### config.mk
export PLATFORM = sky130hd
export DESIGN_NAME = boot_loader
export DESIGN_NICKNAME = d
export VERILOG_FILES = /design/src/rtl/sparc_boot_pkg.sv /design/src/rtl/boot_write_port.sv /design/src/rtl/boot_loader.sv
export SDC_FILE = /design/constraint.sdc
export NUM_CORES = 1
export LEC_CHECK = 0
export CAP_MARGIN = 20
export CORE_ASPECT_RATIO = 0.75
export CORE_UTILIZATION = 40
export CTS_CLUSTER_DIAMETER = 200
export DETAILED_ROUTE_END_ITERATION = 8
export RECOVER_POWER = 100
export SYNTH_ARGS = -nofsm -noshare
export SYNTH_HDL_FRONTEND = slang
export SYNTH_SLANG_ARGS = --single-unit
export TNS_END_PERCENT = 20
### constraint.sdc
create_clock -name clk -period 3.9 [get_ports clk]
set_input_delay 0.975 -clock clk [delete_from_list [all_inputs] [get_ports clk]]
set_output_delay 0.975 -clock clk [all_outputs]
set_load 0.005 [all_outputs]
### src/rtl/sparc_boot_pkg.sv
// Shared definitions for the byte-stream boot loader:
// FSM encoding, TARGET codes, default frame sync byte.
package sparc_boot_pkg;

    localparam logic [3:0] S_IDLE    = 4'd0;
    localparam logic [3:0] S_TARGET  = 4'd1;
    localparam logic [3:0] S_ADDR_HI = 4'd2;
    localparam logic [3:0] S_ADDR_LO = 4'd3;
    localparam logic [3:0] S_LEN_HI  = 4'd4;
    localparam logic [3:0] S_LEN_LO  = 4'd5;
    localparam logic [3:0] S_DATA    = 4'd6;
    localparam logic [3:0] S_CHECK   = 4'd7;
    localparam logic [3:0] S_RUN     = 4'd8;
    localparam logic [3:0] S_ERROR   = 4'd9;

    localparam logic [7:0] TGT_IMEM = 8'd0;
    localparam logic [7:0] TGT_DMEM = 8'd1;
    localparam logic [7:0] TGT_GO   = 8'd2;

    localparam logic [7:0] SYNC_DEFAULT = 8'hA5;

    typedef struct packed {
        logic       en;
        logic       dmem;
        logic [7:0] data;
    } wr_req_t;

    // True when [base, base+len) does not fit a 2^aw byte memory.
    function automatic logic range_bad(
        input logic [15:0] base,
        input logic [15:0] len,
        input int unsigned aw
    );
        logic [16:0] sum;
        logic [16:0] size;
        sum  = {1'b0, base} + {1'b0, len};
        size = 17'd1 << aw;
        return (sum > size) || ((base >> aw) != 16'd0);
    endfunction

endpackage

### src/rtl/boot_write_port.sv
// Registered write stage: turns an accepted payload byte into a
// one-cycle imem/dmem strobe with its address and data.
module boot_write_port
    import sparc_boot_pkg::*;
#(
    parameter int ADDR_W = 9
) (
    input  logic              clk,
    input  logic              reset,
    input  wr_req_t           req,
    input  logic [ADDR_W-1:0] req_addr,
    output logic              imem_we,
    output logic              dmem_we,
    output logic [ADDR_W-1:0] mem_addr,
    output logic [7:0]        mem_wdata
);

    always_ff @(posedge clk or negedge reset) begin
        if (!reset) begin
            imem_we   <= 1'b0;
            dmem_we   <= 1'b0;
            mem_addr  <= '0;
            mem_wdata <= 8'd0;
        end else begin
            imem_we <= req.en & ~req.dmem;
            dmem_we <= req.en & req.dmem;
            if (req.en) begin
                mem_addr  <= req_addr;
                mem_wdata <= req.data;
            end
        end
    end

endmodule

### src/rtl/boot_loader.sv
// Host byte-stream frame parser that loads instruction/data memory
// and releases the processor reset on a GO frame.
module boot_loader
    import sparc_boot_pkg::*;
#(
    parameter int         ADDR_W = 9,
    parameter logic [7:0] SYNC   = SYNC_DEFAULT
) (
    input  logic              clk,
    input  logic              reset,
    input  logic              in_valid,
    input  logic [7:0]        in_data,
    output logic              in_ready,
    output logic              imem_we,
    output logic              dmem_we,
    output logic [ADDR_W-1:0] mem_addr,
    output logic [7:0]        mem_wdata,
    output logic              cpu_reset,
    output logic              busy,
    output logic              error,
    output logic [7:0]        frames_ok
);

    logic [3:0]  state;
    logic [3:0]  state_n;
    logic        tgt_dmem;
    logic [15:0] base;
    logic [15:0] len;
    logic [15:0] idx;
    logic [7:0]  chk;
    logic        accept;
    logic [15:0] len_full;
    wr_req_t     req;
    logic [ADDR_W-1:0] req_addr;

    assign accept   = in_valid & in_ready;
    assign len_full = {len[15:8], in_data};
    assign busy     = (state != S_IDLE) && (state != S_RUN);

    always_comb begin
        state_n = state;
        if (accept) begin
            case (state)
                S_IDLE, S_ERROR: begin
                    if (in_data == SYNC) state_n = S_TARGET;
                end
                S_TARGET: begin
                    if (in_data == TGT_GO)
                        state_n = S_RUN;
                    else if (in_data > TGT_DMEM)
                        state_n = S_ERROR;
                    else
                        state_n = S_ADDR_HI;
                end
                S_ADDR_HI: state_n = S_ADDR_LO;
                S_ADDR_LO: state_n = S_LEN_HI;
                S_LEN_HI:  state_n = S_LEN_LO;
                S_LEN_LO: begin
                    if (range_bad(base, len_full, ADDR_W))
                        state_n = S_ERROR;
                    else if (len_full == 16'd0)
                        state_n = S_CHECK;
                    else
                        state_n = S_DATA;
                end
                S_DATA: begin
                    if (idx == len - 16'd1) state_n = S_CHECK;
                end
                S_CHECK: begin
                    state_n = (in_data == chk) ? S_IDLE : S_ERROR;
                end
                default: state_n = state;
            endcase
        end
    end

    always_ff @(posedge clk or negedge reset) begin
        if (!reset) begin
            state     <= S_IDLE;
            in_ready  <= 1'b0;
            cpu_reset <= 1'b1;
            error     <= 1'b0;
            frames_ok <= 8'd0;
            tgt_dmem  <= 1'b0;
            base      <= 16'd0;
            len       <= 16'd0;
            idx       <= 16'd0;
            chk       <= 8'd0;
        end else begin
            state    <= state_n;
            in_ready <= (state_n != S_RUN);
            if (state == S_RUN) cpu_reset <= 1'b0;
            // Any path into ERROR flags the frame; a passing CHECK clears it.
            if (accept && state_n == S_ERROR && state != S_ERROR)
                error <= 1'b1;
            if (accept) begin
                case (state)
                    S_TARGET:  tgt_dmem <= in_data[0];
                    S_ADDR_HI: base[15:8] <= in_data;
                    S_ADDR_LO: base[7:0] <= in_data;
                    S_LEN_HI:  len[15:8] <= in_data;
                    S_LEN_LO: begin
                        len[7:0] <= in_data;
                        idx      <= 16'd0;
                        chk      <= 8'd0;
                    end
                    S_DATA: begin
                        idx <= idx + 16'd1;
                        chk <= chk ^ in_data;
                    end
                    S_CHECK: begin
                        if (in_data == chk) begin
                            error <= 1'b0;
                            if (frames_ok != 8'hFF)
                                frames_ok <= frames_ok + 8'd1;
                        end
                    end
                    default: ;
                endcase
            end
        end
    end

    assign req.en   = accept && (state == S_DATA);
    assign req.dmem = tgt_dmem;
    assign req.data = in_data;
    assign req_addr = base[ADDR_W-1:0] + idx[ADDR_W-1:0];

    boot_write_port #(
        .ADDR_W (ADDR_W)
    ) u_wport (
        .clk       (clk),
        .reset     (reset),
        .req       (req),
        .req_addr  (req_addr),
        .imem_we   (imem_we),
        .dmem_we   (dmem_we),
        .mem_addr  (mem_addr),
        .mem_wdata (mem_wdata)
    );

endmodule
# After elaboration in Yosys (flattened, before gate mapping)
# Index checks and enable logic that the tools add are counted.
[totals]
word_cells = 79
register_bits = 91
input_bits = 11
[op_classes]
bitwise = 5
addsub = 5
n_lt_le_gt_ge = 2
reduce_logical = 18
n_mux = 15
eq_ne = 18
[ops]
columns = ["operator", "n"]
rows = [
  ["16-bit case mux with 2 select lines", 1],
  ["4-bit case mux with 8 select lines", 1],
  ["4-bit two-way mux", 7],
  ["16-bit by 16-bit adder with 17-bit output", 1],
  ["17-bit by 10-bit > comparator with 1-bit output, second input constant", 1],
  ["16-bit by 1-bit adder with 16-bit output, second input constant", 1],
  ["16-bit == test", 1],
  ["4-bit by 3-bit == test with 1-bit output, second input constant", 4],
  ["16-bit zero test", 1],
  ["8-bit case mux with 2 select lines", 1],
  ["16-bit nonzero test", 1],
  ["16-bit by 1-bit subtractor with 16-bit output, second input constant", 1],
  ["4-bit == test, second input constant", 3],
  ["4-bit inequality test, second input constant", 3],
  ["2-bit AND reduction", 6],
  ["9-bit adder", 1],
  ["8-bit by 1-bit adder with 8-bit output, second input constant", 1],
  ["4-bit by 2-bit == test with 1-bit output, second input constant", 2],
  ["8-bit by 2-bit == test with 1-bit output, second input constant", 1],
  ["8-bit == test", 1],
  ["8-bit == test, second input constant", 1],
  ["8-bit by 1-bit > comparator with 1-bit output, second input constant", 1],
  ["8-bit inequality test, second input constant", 1],
  ["8-bit XOR", 1],
  ["11 further kinds", 20],
]

# Logic depth before layout (Yosys ltp)
# Gate-level depths: netlist of run 1.
[depth]
word_depth = 13
mapped_depth = 12
ltp_nobuf = 12

# By module
# From an unflattened synthesis of run 1, not the netlist that was laid out.
[hier_totals]
hier_cells = 602
hier_area_um2 = 5805.6
[by_module_without_submodules]
columns = ["module", "instances", "cells_each", "area_per_inst_um2", "seq_area_each_um2"]
rows = [
  ["boot_loader", 1, 562, 5064.9, 1803.0],
  ["boot_write_port", 1, 40, 740.7, 475.5],
]

# Worst setup path after synthesis of run 1
# Ideal clock, no wire load.
[synth_timing]
path_kind = "input-to-reg"
from = "input in_data[0]"
to = "register error"
path_slack_ns = 0.173
cell_stages = 11
t_arrival_ns = 3.608
cell_sequence = "ha_1 -> fa_1 -> a211oi_2 -> o21ai_2 -> a2111oi_2 -> o21bai_1 -> a2111oi_2 -> nand4_1 -> a211oi_2 -> a211oi_2 -> a31o_1"
[synth_between]
elab_chain_len = 13
elab_cells_between_ends = 23
[synth_lines]
columns = ["item", "line_no", "rtl"]
rows = [
  ["from (decl)", "boot_loader.sv:12", "input logic [7:0] in_data,"],
  ["16-bit by 16-bit adder with 17-bit output", "sparc_boot_pkg.sv:36", "sum = {1'b0, base} + {1'b0, len};"],
  ["17-bit by 10-bit > comparator with 1-bit output", "sparc_boot_pkg.sv:38", "return (sum > size) || ((base >> aw) != 16'd0);"],
  ["1-bit logical OR", "sparc_boot_pkg.sv:38", ""],
  ["4-bit two-way mux", "boot_loader.sv:59", "if (range_bad(base, len_full, ADDR_W))"],
  ["4-bit case mux with 8 select lines", "boot_loader.sv:43", "case (state)"],
  ["4-bit two-way mux", "boot_loader.sv:42", "if (accept) begin"],
  ["4-bit == test", "boot_loader.sv:94", "if (accept && state_n == S_ERROR && state != S_ERROR)"],
  ["1-bit logical AND (2 in series)", "boot_loader.sv:94", ""],
  ["1-bit two-way mux", "boot_loader.sv:94", ""],
  ["1-bit two-way mux", "boot_loader.sv:112", "if (in_data == chk) begin"],
  ["1-bit two-way mux", "boot_loader.sv:97", "case (state)"],
  ["1-bit two-way mux *", "boot_loader.sv:96", "if (accept) begin"],
  ["to (signal assigned)", "boot_loader.sv:82", "error <= 1'b0;"],
  ["to (signal assigned)", "boot_loader.sv:95", "error <= 1'b1;"],
  ["to (signal assigned)", "boot_loader.sv:113", "error <= 1'b0;"],
  ["to (decl)", "boot_loader.sv:20", "output logic error,"],
]
# Every way passes the cells marked *; elsewhere a longest branch is shown, timed or not.
# A chain may end at the register's enable or synchronous reset.

# Worst setup path after layout of run 1
[layout_timing]
from = "input in_data[4]"
to = "register error"
# Same word-level chain as after synthesis.

==> metrics.txt, run 1 <==
prevailing post-synth register cell dfrtp_1; hold slack approximately 0.44 ns; largest family of logic cells by synthesized area simple AND/OR/NAND/NOR gates; die height 106.7 um; IO Count between 40 and 50; hold_sp tgt_dmem; # rows 37; number of port buffers 41; max cap viols 1; chip width 141.6 um; Worst Clk Skew 0.006995 ns; peak supply drop 0.2224 mV; first-pass GRT wire length 24.87 mm; Initial Utilization roughly two fifths; synthesized flop and latch total between 90 and 100; FF-to-FF End error; post-layout min period approximately 3.8 ns; Finished Layout Cells 887; Finished Cell Area roughly 0.0070 mm2; Simple-Gate Fraction of Synth Area 20.57%; worst setup path start in_data[4]; die area 0.01510 mm2; drt drc 0; CTS tree done; clock latency on the worst-skew pair 0.34 ns; Yosys cell types 72; Rel. slew slack -5.521%; WHS Path Cells 1; Critical Path RT 4.13 ns; Final Slew Violations 31; syn avg cell area 9.411 um2; Synth Area in Adders 6.465%; largest net degree at the start of global routing 38; hold_buf cts 0; placed cell area about 0.0067 mm2; Post-Syn Instances just over 600; routability cong. 0.9311; Post-synth EDFFs 0; antenna violations before repair 1; clock-pin slew on the worst setup and hold paths around 0.06 ns; dpl hpwl 11.34 mm; Syn Nets 661; Hold Crit Endpoint u_wport.imem_we; Synth async-reset ratio 100.0%; mux cell area share after synthesis 6.487%; worst reg2reg startpoint base[0]; number of global-route vias before repair about 4,800; status complete, but fails checks; TritonRoute pass-1 iters 5; nets@finish 727; sequential area share after synthesis 38.99%; reg2reg setup slack approximately 0.57 ns; Setup crit start kind input pin; DRT Wirelength 15.19 mm; Compound-Gate Fraction of Synth Area between 10 and 15%; postcts setup bufs 0; clock tree root driver cell clkbuf_16; number of setup violations in the final report 0; drt via density 5.510; Cell Pwr Density 444.1 mW/mm2; vias 4,887; Final WS setup between 0.1 and 0.15 ns; failing checks max-capacitance violations, max-slew violations; total track usage 21.18%; setup_tns 0 ns; htree depth 3; Core Region between 0.01 and 0.015 mm2; Placement Setup Slack -0.5440 ns; DR iter-0 viols 270; antenna cells 0; Hold Violations, Final 0; Worst setup EP type register; Slew @ Worst Pin 1.583 ns; Netlist Area Pre-Place a little under 0.006 mm2; CTS sink count 91; critical path class in2reg; Area Growth Syn to Fin 19.16%; per-cell routed wire length 17.13 um; static leakage 3.297 nW; grt total ovfl 0; Synth Warn # 0; Post-Synth XOR/XNOR Area 8.842%; TritonCTS Buffers 9; CP Max Fanout 4; Hold Path Class reg2reg; placed cells between 800 and 900; crit share post-route between 90% and 100%; layout cells sized above 1 between 15 and 20%; f_max 264.8 MHz; CTS max path bufs 2; reg2reg path depth 11; Worst EP arrival roughly 4.0 ns; antenna viol nets, final 0
## cell families after synthesis
group           Yosys count
simple gates            233
compound gates          125
buf+inv                  50
mux                      34
flops                    91
fa+ha+maj                29
xor+xnor                 59
## sequential cells by signal, summed over array words and instances (netlist names)
register,count
tgt_dmem,1
len,16
u_wport.mem_addr,9
in_ready,1
error,1
u_wport.mem_wdata,8
u_wport.imem_we,1
cpu_reset,1
u_wport.dmem_we,1
state,4
idx,16
frames_ok,8
chk,8
base,16
## metal layers
metal	up-vias	part of all wire, %	track usage [%]
li1	2363	-	-
met2	144	44	32.16
met4	0	1.4	4.531
met5	-	0	0
met3	20	6.1	4.020
met1	2360	49	31.13
## timing repair
action | CTS | global route
setup endpoints to repair | 2 | 2
gates resized for setup | 2 | 9
pin swaps | 5 | 10
## cell type report
cell class                      count  area [um2]
Fill cell                        1288        7017
Multi-Input combinational cell    480        3346
Sequential cell                    91        2278
Timing Repair Buffer               85       706.9
Clock buffer                       11       252.7
Tap cell                          195       244.0
Inverter                           20       75.07
Clock inverter                      5       61.31
## where the power goes
part | internal [mW] | leakage [nW] | switching (mW) | total, mW
Clock | 0.533 | 0.144 | 0.368 | 0.900
Combinational | 0.460 | 1.93 | 0.528 | 0.988
Sequential | 1.03 | 1.22 | 0.172 | 1.21
## synth_stat cells, types with 5 or more instances
cell      number  share of area, %
inv_1         20               1.3
nand2_1       82               5.3
o211ai_1       6              0.77
a21o_1         7              0.90
or4_1          5              0.64
a21oi_1       22               1.9
o21ai_0       46               3.9
or3_1          8              0.86
clkbuf_1      15              0.96
nor4_1        11               1.2
xor2_1        30               4.5
nand4_1       17               1.8
nor2_1        38               2.4
mux2_2        31               6.0
xnor2_1       29               4.3
ha_1          27               5.8
and3_1         5              0.54
nor3_1        10              0.86
a31oi_1        5              0.54
dfrtp_1       90                39
nand2b_1       6              0.64
nand3_1       19               1.6
## cells in the final DEF, fill, tap and decap left out, drive strengths merged, types with 5 or more instances in the layout
| cell | count |
|---|---|
| buf | 34 |
| o211ai | 6 |
| nand2b | 6 |
| nand2 | 82 |
| a21oi | 22 |
| nor4 | 13 |
| mux2 | 31 |
| and3 | 5 |
| o31ai | 5 |
| dlygate4sd3 | 32 |
| a21o | 7 |
| dfrtp | 90 |
| or4 | 7 |
| xor2 | 30 |
| nand4 | 17 |
| nand3 | 19 |
| nor3 | 10 |
| o21ai | 48 |
| clkbuf | 22 |
| a211oi | 6 |
| xnor2 | 29 |
| or3 | 10 |
| clkdlybuf4s50 | 7 |
| a31oi | 5 |
| nor2 | 39 |
| inv | 20 |
| ha | 27 |
## per-stage QoR
stage                     power (mW)  utilization, %
final                          3.093           49.81
after global routing           3.255           49.81
after CTS                      3.107           49.91
after detailed placement       2.200           47.59
after global placement         2.182           47.59
after floorplan                1.866               -
## worst max-delay path by stage
stage                           to  slack (ns)  depth (start not counted)
after global routing      in_ready      -0.009                         12
final                        error        0.12                         11
after CTS                    error       0.003                         12
after floorplan              error        0.17                         11
after global placement       error       -0.50                         12
after detailed placement     error       -0.54                         12
## worst max-delay path, cell delays in order
cell,delay (ns)
clkdlybuf4s50_1,0.55
ha_1,0.43
o211ai_1,0.17
o21ai_4,0.23
a2111oi_4,0.10
or3_1,0.37
a2111oi_2,0.35
nand4_1,0.23
a211oi_2,0.31
a211oi_2,0.07
a31o_1,0.19
Note: power is estimated with default switching activity, not from simulation.
==> run 2, diff against run 1 <==
--- a/config.mk
+++ b/config.mk
@@ -7,6 +7,7 @@
 export LEC_CHECK = 0
 export CAP_MARGIN = 20
 export CORE_ASPECT_RATIO = 0.75
+export CORE_MARGIN = 2
 export CORE_UTILIZATION = 40
 export CTS_CLUSTER_DIAMETER = 200
 export DETAILED_ROUTE_END_ITERATION = 8
==> run 2 against run 1 <==
Against the previous run: the run still ends with max-capacitance violations, max-slew violations left; largest power group unchanged; highest routed layer unchanged; largest cell class unchanged; clock power is 5.3% higher; critical path depth is 1 higher; register-to-register slack improved by 0.06 ns.
==> metrics.txt, run 2 (synthesized netlist as in run 1, its figures left out) <==
Hold Violations, Final 0; per-cell routed wire length about 17 um; Cell Pwr Density 450.7 mW/mm2; Worst setup EP type register; Setup crit start kind input pin; vias roughly 4,900; max cap viols 1; Core Region 0.01436 mm2; P_sw 1.074 mW; total track usage 19.48%; TritonRoute pass-1 iters 5; hold_sp tgt_dmem; htree depth 3; overall power 3.154 mW; Final WS setup between 0.15 and 0.2 ns; antenna viol nets, final 0; worst reg2reg startpoint base[0]; area of the multi-input gates 0.003369 mm2; number of port buffers 41; drt via density 5.500; FF-to-FF End error; post-layout min period 3.735 ns; hold_buf cts 0; fillers roughly 1,400; drt drc 0; static leakage roughly 3.3 nW; grt total ovfl 0; most common cell after layout, fill and taps aside dfrtp_1; combinational group share of total power 31.8%; routability cong. ~0.9; most frequent cells in the layout 90 x dfrtp_1, 82 x nand2_1, 44 x o21ai_0; uppermost layer routed met4; hold slack 0.4398 ns; die height 108.7 um; IO Count 42; Power Internal 2.080 mW; Placement Setup Slack -0.6407 ns; peak supply drop 0.2457 mV; Slew @ Worst Pin ~2.8 ns; clock tree root driver cell clkbuf_16; DRT Wirelength 14.90 mm; largest net degree at the start of global routing 53; DR iter-0 viols 347; met2 routed WL approximately 6.5 mm; reg2reg path depth 11; Initial Utilization 40.70%; reg2reg setup slack 0.63 ns; Top Registers base: 16 flops, idx: 16 flops, len: 16 flops; DRT met1 WL 7.437 mm; final core occ 48.73%; Hold Path Class reg2reg; first-pass GRT wire length 23.52 mm; Worst Clk Skew 0.009344 ns; sequential cell area about 0.0023 mm2; RSZ-0062 raised after global routing no; TritonCTS Buffers 9; antenna violations before repair 0; antenna cells 0; CP Max Fanout 4; Rel. slew slack -83.41%; clock latency on the worst-skew pair roughly 0.34 ns; CTS tree done; layout cells sized above 1 16.09%; switch share 34.05%; critical path class in2reg; Critical Path RT 4.13 ns; Finished Layout Cells a little under 900; Sequential Power Share 38.2%; die area 0.01560 mm2; dpl hpwl 10.87 mm; clock-pin slew on the worst setup and hold paths 0.07 ns; Area Growth Syn to Fin 19.72%; number of global-route vias before repair 4,497; CTS max path bufs 2; failing checks max-capacitance violations, max-slew violations; Hold Crit Endpoint u_wport.imem_we; CTS sink count 91; crit share post-route 95.77%; clock network power share 30.1%; WHS Path Cells 1; # rows 38; Worst EP arrival between 3 and 4 ns; status complete, but fails checks; WL met3 a little under 800 um; placed cells 872; chip width 143.6 um; number of setup violations in the final report 0; Final Slew Violations 53; nets@finish 725; f_max 267.7 MHz
[run 2: cell types whose count changed in the layout (fill, tap and decap cells not counted), moves of 2 or more]
cell | previous run | this run
clkbuf_8 | 2 | 0
clkdlybuf4s50_1 | 7 | 5
clkinvlp_4 | 3 | 1
inv_6 | 0 | 2
[run 2: routing by layer]
layer | vias to the layer above | global-route usage (%)
li1 | 2359 | -
met5 | - | 0
met1 | 2382 | 29.26
met3 | 20 | 3.777
met2 | 134 | 28.74
met4 | 0 | 5.042
[run 2: worst max-delay path, cell delays in order]
cell and delay [ns]:
dlygate4sd2_1 0.26, ha_2 0.19, fa_2 0.37, a211oi_4 0.36, o21ai_4 0.13, a22oi_2 0.21
mux2_4 0.34, a2111oi_4 0.31, nand4_1 0.23, a211oi_2 0.31, a211oi_1 0.08, a31o_1 0.20
[run 2: worst max-delay path by stage]
stage / slack, ns / start / to / depth (start not counted)
2_1_floorplan: 0.17 / in_data[0] / error / 11
3_3_place_gp: -0.53 / in_data[0] / error / 12
3_5_place_dp: -0.64 / in_data[0] / error / 12
4_1_cts: 0.09 / in_data[1] / error / 12
5_1_grt: 0.03 / in_data[0] / error / 12
6_report: 0.16 / in_data[0] / error / 12
[run 2: power by group through the flow]
| stage | sequential, mW | combinational [mW] | clock [mW] |
|---|---|---|---|
| 6_report | 1.20 | 1.00 | 0.948 |
| 5_1_grt | 1.22 | 1.11 | 1.00 |
| 4_1_cts | 1.21 | 0.987 | 0.965 |
| 3_5_place_dp | 1.22 | 0.967 | 0 |
| 3_3_place_gp | 1.22 | 0.955 | 0 |
| 2_1_floorplan | 1.13 | 0.737 | 0 |
[run 2: layout make-up]
| type | count | area share, % |
|---|---|---|
| multi-input cells | 480 | 48.16 |
| flip-flops and latches | 91 | 32.56 |
| repair buffers | 83 | 9.996 |
| well taps | 200 | 3.577 |
| clock buffers | 9 | 3.219 |
| clock inverters | 7 | 1.413 |
| inverters | 20 | 1.073 |
[run 2: what timing repair did]
action | CTS | global route
endpoints found under the setup margin | 4 | 4
buffers inserted | 2 | 0
pin swaps | 7 | 10
resized for setup | 7 | 10
[run 2: stage by stage]
| stage | area (um2) | setup TNS [ns] |
|---|---|---|
| CTS | 7005 | 0 |
| finish | 6997 | 0 |
| global placement | 6630 | -2.164 |
| detailed placement | 6630 | -2.901 |
| global route | 6997 | 0 |
| floorplan | 5844 | 0 |
